## config.mk

```make
export PLATFORM = sky130hd
export DESIGN_NAME = instr_decode_stage_flat
export DESIGN_NICKNAME = d
export VERILOG_FILES = /design/src/rtl/instr_decode_stage_if.sv /design/src/rtl/instr_decode_stage.sv /design/src/flat_wrapper.sv
export SDC_FILE = /design/constraint.sdc
export NUM_CORES = 1
export LEC_CHECK = 0
export ABC_CLOCK_PERIOD_IN_PS = 5600
export CELL_PAD_IN_SITES_DETAIL_PLACEMENT = 0
export CELL_PAD_IN_SITES_GLOBAL_PLACEMENT = 1
export CORE_ASPECT_RATIO = 0.7
export CORE_MARGIN = 2
export CORE_UTILIZATION = 37
export CTS_BUF_LIST = sky130_fd_sc_hd__clkbuf_4 sky130_fd_sc_hd__clkbuf_8
export DETAILED_ROUTE_END_ITERATION = 6
export HOLD_SLACK_MARGIN = 0.15
export PLACE_DENSITY = 0.88
export SETUP_SLACK_MARGIN = 0.02
export SYNTH_ARGS = -nofsm -noshare
export SYNTH_HDL_FRONTEND = slang
export SYNTH_SLANG_ARGS = --single-unit
```

## constraint.sdc

```tcl
create_clock -name clk -period 5.6 [get_ports clk]
set_clock_uncertainty 0.2 [all_clocks]
set_input_delay 1.12 -clock clk [delete_from_list [all_inputs] [get_ports clk]]
set_output_delay 1.12 -clock clk [all_outputs]
set_load 0.02 [all_outputs]
```

## src/rtl/instr_decode_stage_if.sv

```systemverilog
// Handshake and decoded-entry bus of the instruction-decode stage.
// The slave modport is the stage's view; master is the IF/EX environment's view.
interface instr_decode_stage_if #(
  parameter int unsigned INSTR_W = 16,
  parameter int unsigned OPC_W   = 8,
  parameter int unsigned IMM_W   = INSTR_W - OPC_W,
  parameter int unsigned DATA_W  = 16
);
  logic               in_valid;
  logic               in_ready;
  logic [INSTR_W-1:0] in_instr;
  logic               out_valid;
  logic               out_ready;
  logic [OPC_W-1:0]   out_opcode;
  logic [IMM_W-1:0]   out_imm;
  logic [DATA_W-1:0]  out_imm_ext;
  logic               out_is_halt;
  logic               out_illegal;

  modport slave (
    input  in_valid, in_instr, out_ready,
    output in_ready, out_valid, out_opcode, out_imm, out_imm_ext,
           out_is_halt, out_illegal
  );

  modport master (
    output in_valid, in_instr, out_ready,
    input  in_ready, out_valid, out_opcode, out_imm, out_imm_ext,
           out_is_halt, out_illegal
  );
endinterface

```

## src/rtl/instr_decode_stage.sv

```systemverilog
// Elastic decode stage: opcode/immediate split, immediate extension, HALT latch, 2-entry skid buffer.
// Optional DECODE_ILLEGAL_CHECK_EN enables the illegal-opcode flag and its saturating counter.
module instr_decode_stage #(
  parameter int unsigned      INSTR_W = 16,
  parameter int unsigned      OPC_W   = 8,
  parameter int unsigned      IMM_W   = INSTR_W - OPC_W,
  parameter int unsigned      DATA_W  = 16,
  parameter int unsigned      NUM_OPS = 32,
  parameter logic [OPC_W-1:0] HALT_OP = 8'hFF
) (
  input  logic                 clk,
  input  logic                 rst,
  input  logic                 halt_program,
  input  logic                 flush,
  instr_decode_stage_if.slave  bus,
  output logic [7:0]           illegal_count
);

  if (DATA_W < IMM_W || NUM_OPS == 0) begin : g_bad_cfg
    $error("instr_decode_stage: DATA_W must be >= IMM_W and NUM_OPS must be nonzero");
  end

  typedef struct packed {
    logic [OPC_W-1:0]  opcode;
    logic [IMM_W-1:0]  imm;
    logic [DATA_W-1:0] imm_ext;
    logic              is_halt;
    logic              illegal;
  } entry_t;

  // Encoding is {skid_v, main_v}.
  typedef enum logic [1:0] {
    EMPTY = 2'b00,
    ONE   = 2'b01,
    FULL  = 2'b11
  } state_e;

  state_e state_q, state_n;
  entry_t main_q, main_n;
  entry_t skid_q, skid_n;
  entry_t dec;
  logic   halt_q, halt_n;
  logic   in_ready_q, in_ready_n;
  logic   xfer_in, xfer_out;
  logic   sext;

  assign xfer_in  = bus.in_valid && in_ready_q && !halt_program;
  assign xfer_out = (state_q != EMPTY) && bus.out_ready && !halt_program;

  // Sign-extension is selected by the opcode MSB, not by the immediate itself.
  always_comb begin
    dec        = '0;
    dec.opcode = bus.in_instr[INSTR_W-1 -: OPC_W];
    dec.imm    = bus.in_instr[IMM_W-1:0];
    sext       = dec.opcode[OPC_W-1] & dec.imm[IMM_W-1];
    dec.imm_ext = {DATA_W{sext}};
    dec.imm_ext[IMM_W-1:0] = dec.imm;
    dec.is_halt = (dec.opcode == HALT_OP);
`ifdef DECODE_ILLEGAL_CHECK_EN
    dec.illegal = (32'(dec.opcode) >= NUM_OPS);
`else
    dec.illegal = 1'b0;
`endif
  end

  always_comb begin
    state_n = state_q;
    main_n  = main_q;
    skid_n  = skid_q;
    halt_n  = halt_q;
    if (flush) begin
      state_n = EMPTY;
      halt_n  = 1'b0;
    end else begin
      if (xfer_in && dec.is_halt) halt_n = 1'b1;
      case (state_q)
        EMPTY: begin
          if (xfer_in) begin
            state_n = ONE;
            main_n  = dec;
          end
        end
        ONE: begin
          if (xfer_in && xfer_out) begin
            main_n = dec;
          end else if (xfer_in) begin
            state_n = FULL;
            skid_n  = dec;
          end else if (xfer_out) begin
            state_n = EMPTY;
          end
        end
        FULL: begin
          if (xfer_out) begin
            state_n = ONE;
            main_n  = skid_q;
          end
        end
        default: state_n = EMPTY;
      endcase
    end
    // Ready is derived from next-state so it drops on the same edge that fills the skid slot.
    in_ready_n = (state_n != FULL) && !halt_n;
  end

  always_ff @(posedge clk) begin
    if (rst) begin
      state_q    <= EMPTY;
      main_q     <= '0;
      skid_q     <= '0;
      halt_q     <= 1'b0;
      in_ready_q <= 1'b0;
    end else begin
      state_q    <= state_n;
      main_q     <= main_n;
      skid_q     <= skid_n;
      halt_q     <= halt_n;
      in_ready_q <= in_ready_n;
    end
  end

`ifdef DECODE_ILLEGAL_CHECK_EN
  always_ff @(posedge clk) begin
    if (rst) begin
      illegal_count <= '0;
    end else if (!flush && xfer_in && dec.illegal && illegal_count != 8'hFF) begin
      illegal_count <= illegal_count + 8'd1;
    end
  end
`else
  assign illegal_count = '0;
`endif

  assign bus.in_ready    = in_ready_q;
  assign bus.out_valid   = (state_q != EMPTY);
  assign bus.out_opcode  = main_q.opcode;
  assign bus.out_imm     = main_q.imm;
  assign bus.out_imm_ext = main_q.imm_ext;
  assign bus.out_is_halt = main_q.is_halt;
  assign bus.out_illegal = main_q.illegal;

endmodule
```

## src/flat_wrapper.sv

```systemverilog
// flat-port wrapper written by rule: the top's interface ports become plain ports
module instr_decode_stage_flat 
#(
  parameter int unsigned      INSTR_W = 16,
  parameter int unsigned      OPC_W   = 8,
  parameter int unsigned      IMM_W   = INSTR_W - OPC_W,
  parameter int unsigned      DATA_W  = 16,
  parameter int unsigned      NUM_OPS = 32,
  parameter logic [OPC_W-1:0] HALT_OP = 8'hFF
)
  (clk, rst, halt_program, flush, illegal_count, bus_in_valid, bus_in_instr, bus_out_ready, bus_in_ready, bus_out_valid, bus_out_opcode, bus_out_imm, bus_out_imm_ext, bus_out_is_halt, bus_out_illegal);
  instr_decode_stage_if #(.INSTR_W(INSTR_W), .OPC_W(OPC_W), .IMM_W(IMM_W), .DATA_W(DATA_W)) bus_i ();
  input  logic clk;
  input  logic rst;
  input  logic halt_program;
  input  logic flush;
  output logic [7:0] illegal_count;
  input wire logic [$bits(bus_i.in_valid)-1:0] bus_in_valid;
  input wire logic [$bits(bus_i.in_instr)-1:0] bus_in_instr;
  input wire logic [$bits(bus_i.out_ready)-1:0] bus_out_ready;
  output wire logic [$bits(bus_i.in_ready)-1:0] bus_in_ready;
  output wire logic [$bits(bus_i.out_valid)-1:0] bus_out_valid;
  output wire logic [$bits(bus_i.out_opcode)-1:0] bus_out_opcode;
  output wire logic [$bits(bus_i.out_imm)-1:0] bus_out_imm;
  output wire logic [$bits(bus_i.out_imm_ext)-1:0] bus_out_imm_ext;
  output wire logic [$bits(bus_i.out_is_halt)-1:0] bus_out_is_halt;
  output wire logic [$bits(bus_i.out_illegal)-1:0] bus_out_illegal;
  assign bus_i.in_valid = bus_in_valid;
  assign bus_i.in_instr = bus_in_instr;
  assign bus_i.out_ready = bus_out_ready;
  assign bus_in_ready = bus_i.in_ready;
  assign bus_out_valid = bus_i.out_valid;
  assign bus_out_opcode = bus_i.out_opcode;
  assign bus_out_imm = bus_i.out_imm;
  assign bus_out_imm_ext = bus_i.out_imm_ext;
  assign bus_out_is_halt = bus_i.out_is_halt;
  assign bus_out_illegal = bus_i.out_illegal;
  instr_decode_stage #(.INSTR_W(INSTR_W), .OPC_W(OPC_W), .IMM_W(IMM_W), .DATA_W(DATA_W), .NUM_OPS(NUM_OPS), .HALT_OP(HALT_OP)) u_core (.clk(clk), .rst(rst), .halt_program(halt_program), .flush(flush), .bus(bus_i), .illegal_count(illegal_count));
endmodule
```

# Word level (Yosys, flattened, before mapping)
# Index checks and enable logic that the tools add are counted.
[totals]
reg_bits = 64
output_inout_bits = 44
wordCells = 49
[classes]
n_eq_ne = 7
n_mux = 13
bitwise_logic = 3
n_reduce_logical = 14
[op_table]
columns = ["cell", "count"]
rows = [
  ["34-bit two-way mux", 3],
  ["34-bit case mux with 3 select lines", 1],
  ["2-bit two-way mux", 6],
  ["8-bit equality test, second input constant", 1],
  ["1-bit logical AND", 7],
  ["2-bit by 1-bit != test with 1-bit output, second input constant", 3],
  ["2-bit case mux with 3 select lines", 1],
  ["5-bit AND reduction", 1],
  ["4-bit AND reduction", 1],
  ["3-bit nonzero test", 1],
  ["2-bit by 1-bit equality test with 1-bit output, second input constant", 1],
  ["2-bit equality test, second input constant", 1],
  ["1-bit zero test", 2],
  ["2-bit zero test", 1],
  ["1-bit two-way mux", 2],
  ["2-bit != test, second input constant", 1],
  ["1-bit inverter", 2],
  ["2-bit nonzero test", 1],
  ["1-bit AND", 1],
]

# Depth between registers and ports, before layout
[depth]
word_depth = 10
mapped_depth = 7
depth_no_buf = 4

# Worst setup path before layout
# No wires, ideal clock.
[synth_path]
path_type = "input port to flip-flop"
startpoint = "in flush"
endpoint = "reg u_core.skid_q[1] (netlist name)"
setup_ns = 0.128
arrival_ns = 2.288
required_time_ns = 5.272
slack_ns = 2.984
path_stages = 6
path_cell_list = "nand2b_1 or4b_1 buf_4 buf_2 mux2i_1 nor2_1"
[synth_between]
elab_chain_len = 2
[synth_lines]
columns = ["element", "line_no", "text"]
rows = [
  ["start, declared", "flat_wrapper.sv:16", "input logic flush;"],
  ["1-bit inverter (no source line)", "--", ""],
  ["4-bit AND reduction (no source line)", "--", ""],
  ["end signal, assigned", "instr_decode_stage.sv:116", "skid_q <= skid_n;"],
  ["end, declared", "instr_decode_stage.sv:40", "entry_t skid_q, skid_n;"],
]
# No other way between the ends.
# A chain may end at the register's enable or synchronous reset.

# Worst setup path after layout
[layout_path]
startpoint = "in flush"
endpoint = "reg u_core.skid_q[10] (netlist name)"
# The elaborated chain is that of the path after synthesis.

==> metrics.cfg <==
[timing]
grt_setup_unrepaired=false
hold_viol=0
max_freq_mhz=298
setup_viol=0
drv_slew=0
holdWs_ps=262
slew_headroom_pct=33.0
finalCriticalPeriod_ps=3360
post-route-period-util_pct=60.0
tns_ps=0
tightest_slew_ps=1000

[die]
ioPinCount=66
die_w_um=89.6
die_h_um=63.9
dieArea_um2=5730
num_rows=21
design.core.area_um2=4860
start_util_pct=39.1

[drt]
routed_via_density=4.70
dr_total_vias=1418
drt_iter0_markers=54
wl_per_cell_um=12.7
wl_um=3830
drtPass1Iterations=4
postRouteAntennaNets=0
drc=0

[synthesis]
ys_seq_elements=40
synth.distinct_cells=25
netlist_area_um2=1900
synthTopCellsByArea=dfxtp_1, mux2i_1, buf_4, nor2_1, a211oi_2
synth_seq_area_share_pct=42.2
synth.avg_cell_area_um2=9.79
synthCells=194
yosys.area.top_type_share_pct=42.2
synth_area_leader_cell=dfxtp_1
ys_warn_count=0

[critical_path]
start_kind=input pin
worst-setup-path-type=in2reg
max_stage_delay_ps=930
path_max_fanout=19
slowest_stage=or4b_1
critical-path-top-delay-family=simple AND/OR/NAND/NOR gates
path_cells=clkdlybuf4s50_1 -> nand2b_1 -> or4b_1 -> or2_2 -> a21oi_1
critPathArrivalTime_ps=3370
cp.required_ps=5610
path_buf_inv=1
crit_path_end_kind=flip-flop

[job]
max_cap_violations=0

[clock_tree]
root_buffer=clkbuf_8
htreeDepth=2
cts_buffers=5
cts_hold_buffers=0
cts_setup_buffers=0
clk_pin_slew_ps=70
cts_sinks=40
ctsResizeCount=0
cts_buffer_depth=2
cts_tree=yes
clk-insertion-delay-late_ps=290

[grt]
antenna_found_initial=0
grt-ovfl-total=0
grt_pass1_wl_um=5930
grt_pass1_vias=1243
grt_max_degree=37
track_usage_pct=13.5

[cells_and_area]
finalInstanceArea_um2=2440
nNetsFinal=254
drive_gt1_share_pct=10.3
layoutNonFillerInstCount=302
nFillCells=469
post-route-util_pct=50.1
area_growth_pct=28.3
antennaDiodeCount=0

[placed_design]
dp_cells=294
port_buffers=56
place_area_um2=2340
routabilityCongestion=0.765
place_hpwl_um=2640

[min_path]
hold_class=reg2reg

[status]
status=finished clean

[pwr]
leakagePower_nw=1.09
power_density_nw_per_um2=233
ir_worst_vdd_mv=0.131

area by class of cell:
cell class              count  area, µm²  share of cell area, %
flip-flops and latches     40        801                   32.9
inverters                   2       7.51                  0.308
clock inverters             2       10.0                  0.411
repair buffers             58        576                   23.6
well taps                  69       86.3                   3.54
multi-input cells         125        873                   35.8
clock buffers               6       82.6                   3.39
worst reg2reg max path: cells and delay by family, from the launching register on:
kind / cells / cell delay (ps)
and+or+nand+nor: 3 / 1500
DFF: 1 / 430
AOI/OAI and AO/OA: 1 / 120
sequential cells by signal, summed over array words and instances, names as in the netlist:
name / flops
u_core.bus.out_opcode: 8
u_core.halt_q: 1
u_core.bus.in_ready: 1
u_core.skid_q: 18
u_core.state_q: 2
u_core.bus.out_imm_ext: 9
u_core.bus.out_is_halt: 1
logic make-up after synthesis:
| logic type | share of synthesized area [%] |
|---|---|
| other cells | 0.197 |
| compound gates | 14.2 |
| flops | 42.2 |
| mux | 17.9 |
| buf+inv | 13.4 |
| simple gates | 12.1 |
layer usage:
metal | global-route usage, % | vias to the layer above | part of all wire, % | routed length (µm)
met3 | 4.26 | 7 | 6.9 | 264
met4 | 6.16 | 0 | 1.8 | 70
met5 | 0 | - | 0 | 0
li1 | - | 712 | - | -
met1 | 19.2 | 655 | 49 | 1880
met2 | 18.6 | 44 | 42 | 1620
power breakdown:
group | switching (mW) | leakage, nW | internal (mW)
sequential | 0.00382 | 0.324 | 0.289
combinational | 0.0415 | 0.716 | 0.0364
clock | 0.0991 | 0.0510 | 0.0982
per-stage QoR:
| stage | total power [mW] | worst slack [ps] |
|---|---|---|
| final | 0.568 | 2240 |
| after detailed placement | 0.378 | 1920 |
| after CTS | 0.577 | 2210 |
| after global routing | 0.591 | 2110 |
| after global placement | 0.377 | 1960 |
| after floorplan | 0.348 | 2980 |
cell usage in the layout, fill, tap and decap left out, types with 2 or more instances in the layout:
cell / synthesis / layout
clkdlybuf4s50_1: 0 / 56
dfxtp_1: 40 / 40
nor2_1: 39 / 39
mux2i_1: 34 / 34
a211oi_2: 11 / 11
conb_1: 1 / 9
nand2_1: 6 / 6
a211oi_1: 6 / 6
clkbuf_8: 0 / 6
a21oi_1: 5 / 5
nand4_1: 2 / 2
inv_1: 2 / 2
o21ai_0: 2 / 2
nor3_1: 2 / 2
clkinv_2: 0 / 2
buf_4: 26 / 2
synth_stat cells (all sizes together):
cell type and count:
a2111oi 1, a211oi 17, a21oi 5, a31oi 1, a32oi 1, and3 1, buf 31, clkbuf 4
conb 1, dfxtp 40, inv 2, mux2i 34, nand2 6, nand2b 1, nand4 2, nor2 39
nor3 2, o211a 1, o21ai 2, or2 2, or4b 1
path summary, 6_finish.rpt:
path                                    endpoint                            from  depth (start not counted)  slack, ps
setup / recovery  u_core.skid_q[10]$_SDFFE_PP0P_                           flush                          5       2240
hold / removal    u_core.skid_q[10]$_SDFFE_PP0P_  u_core.skid_q[10]$_SDFFE_PP0P_                          2        260
setup reg to reg  u_core.skid_q[10]$_SDFFE_PP0P_    u_core.state_q[0]$_SDFF_PP0_                          4       3270
hold reg to reg   u_core.skid_q[10]$_SDFFE_PP0P_  u_core.skid_q[10]$_SDFFE_PP0P_                          2        260
No activity file was read; power rests on OpenSTA's default activity.
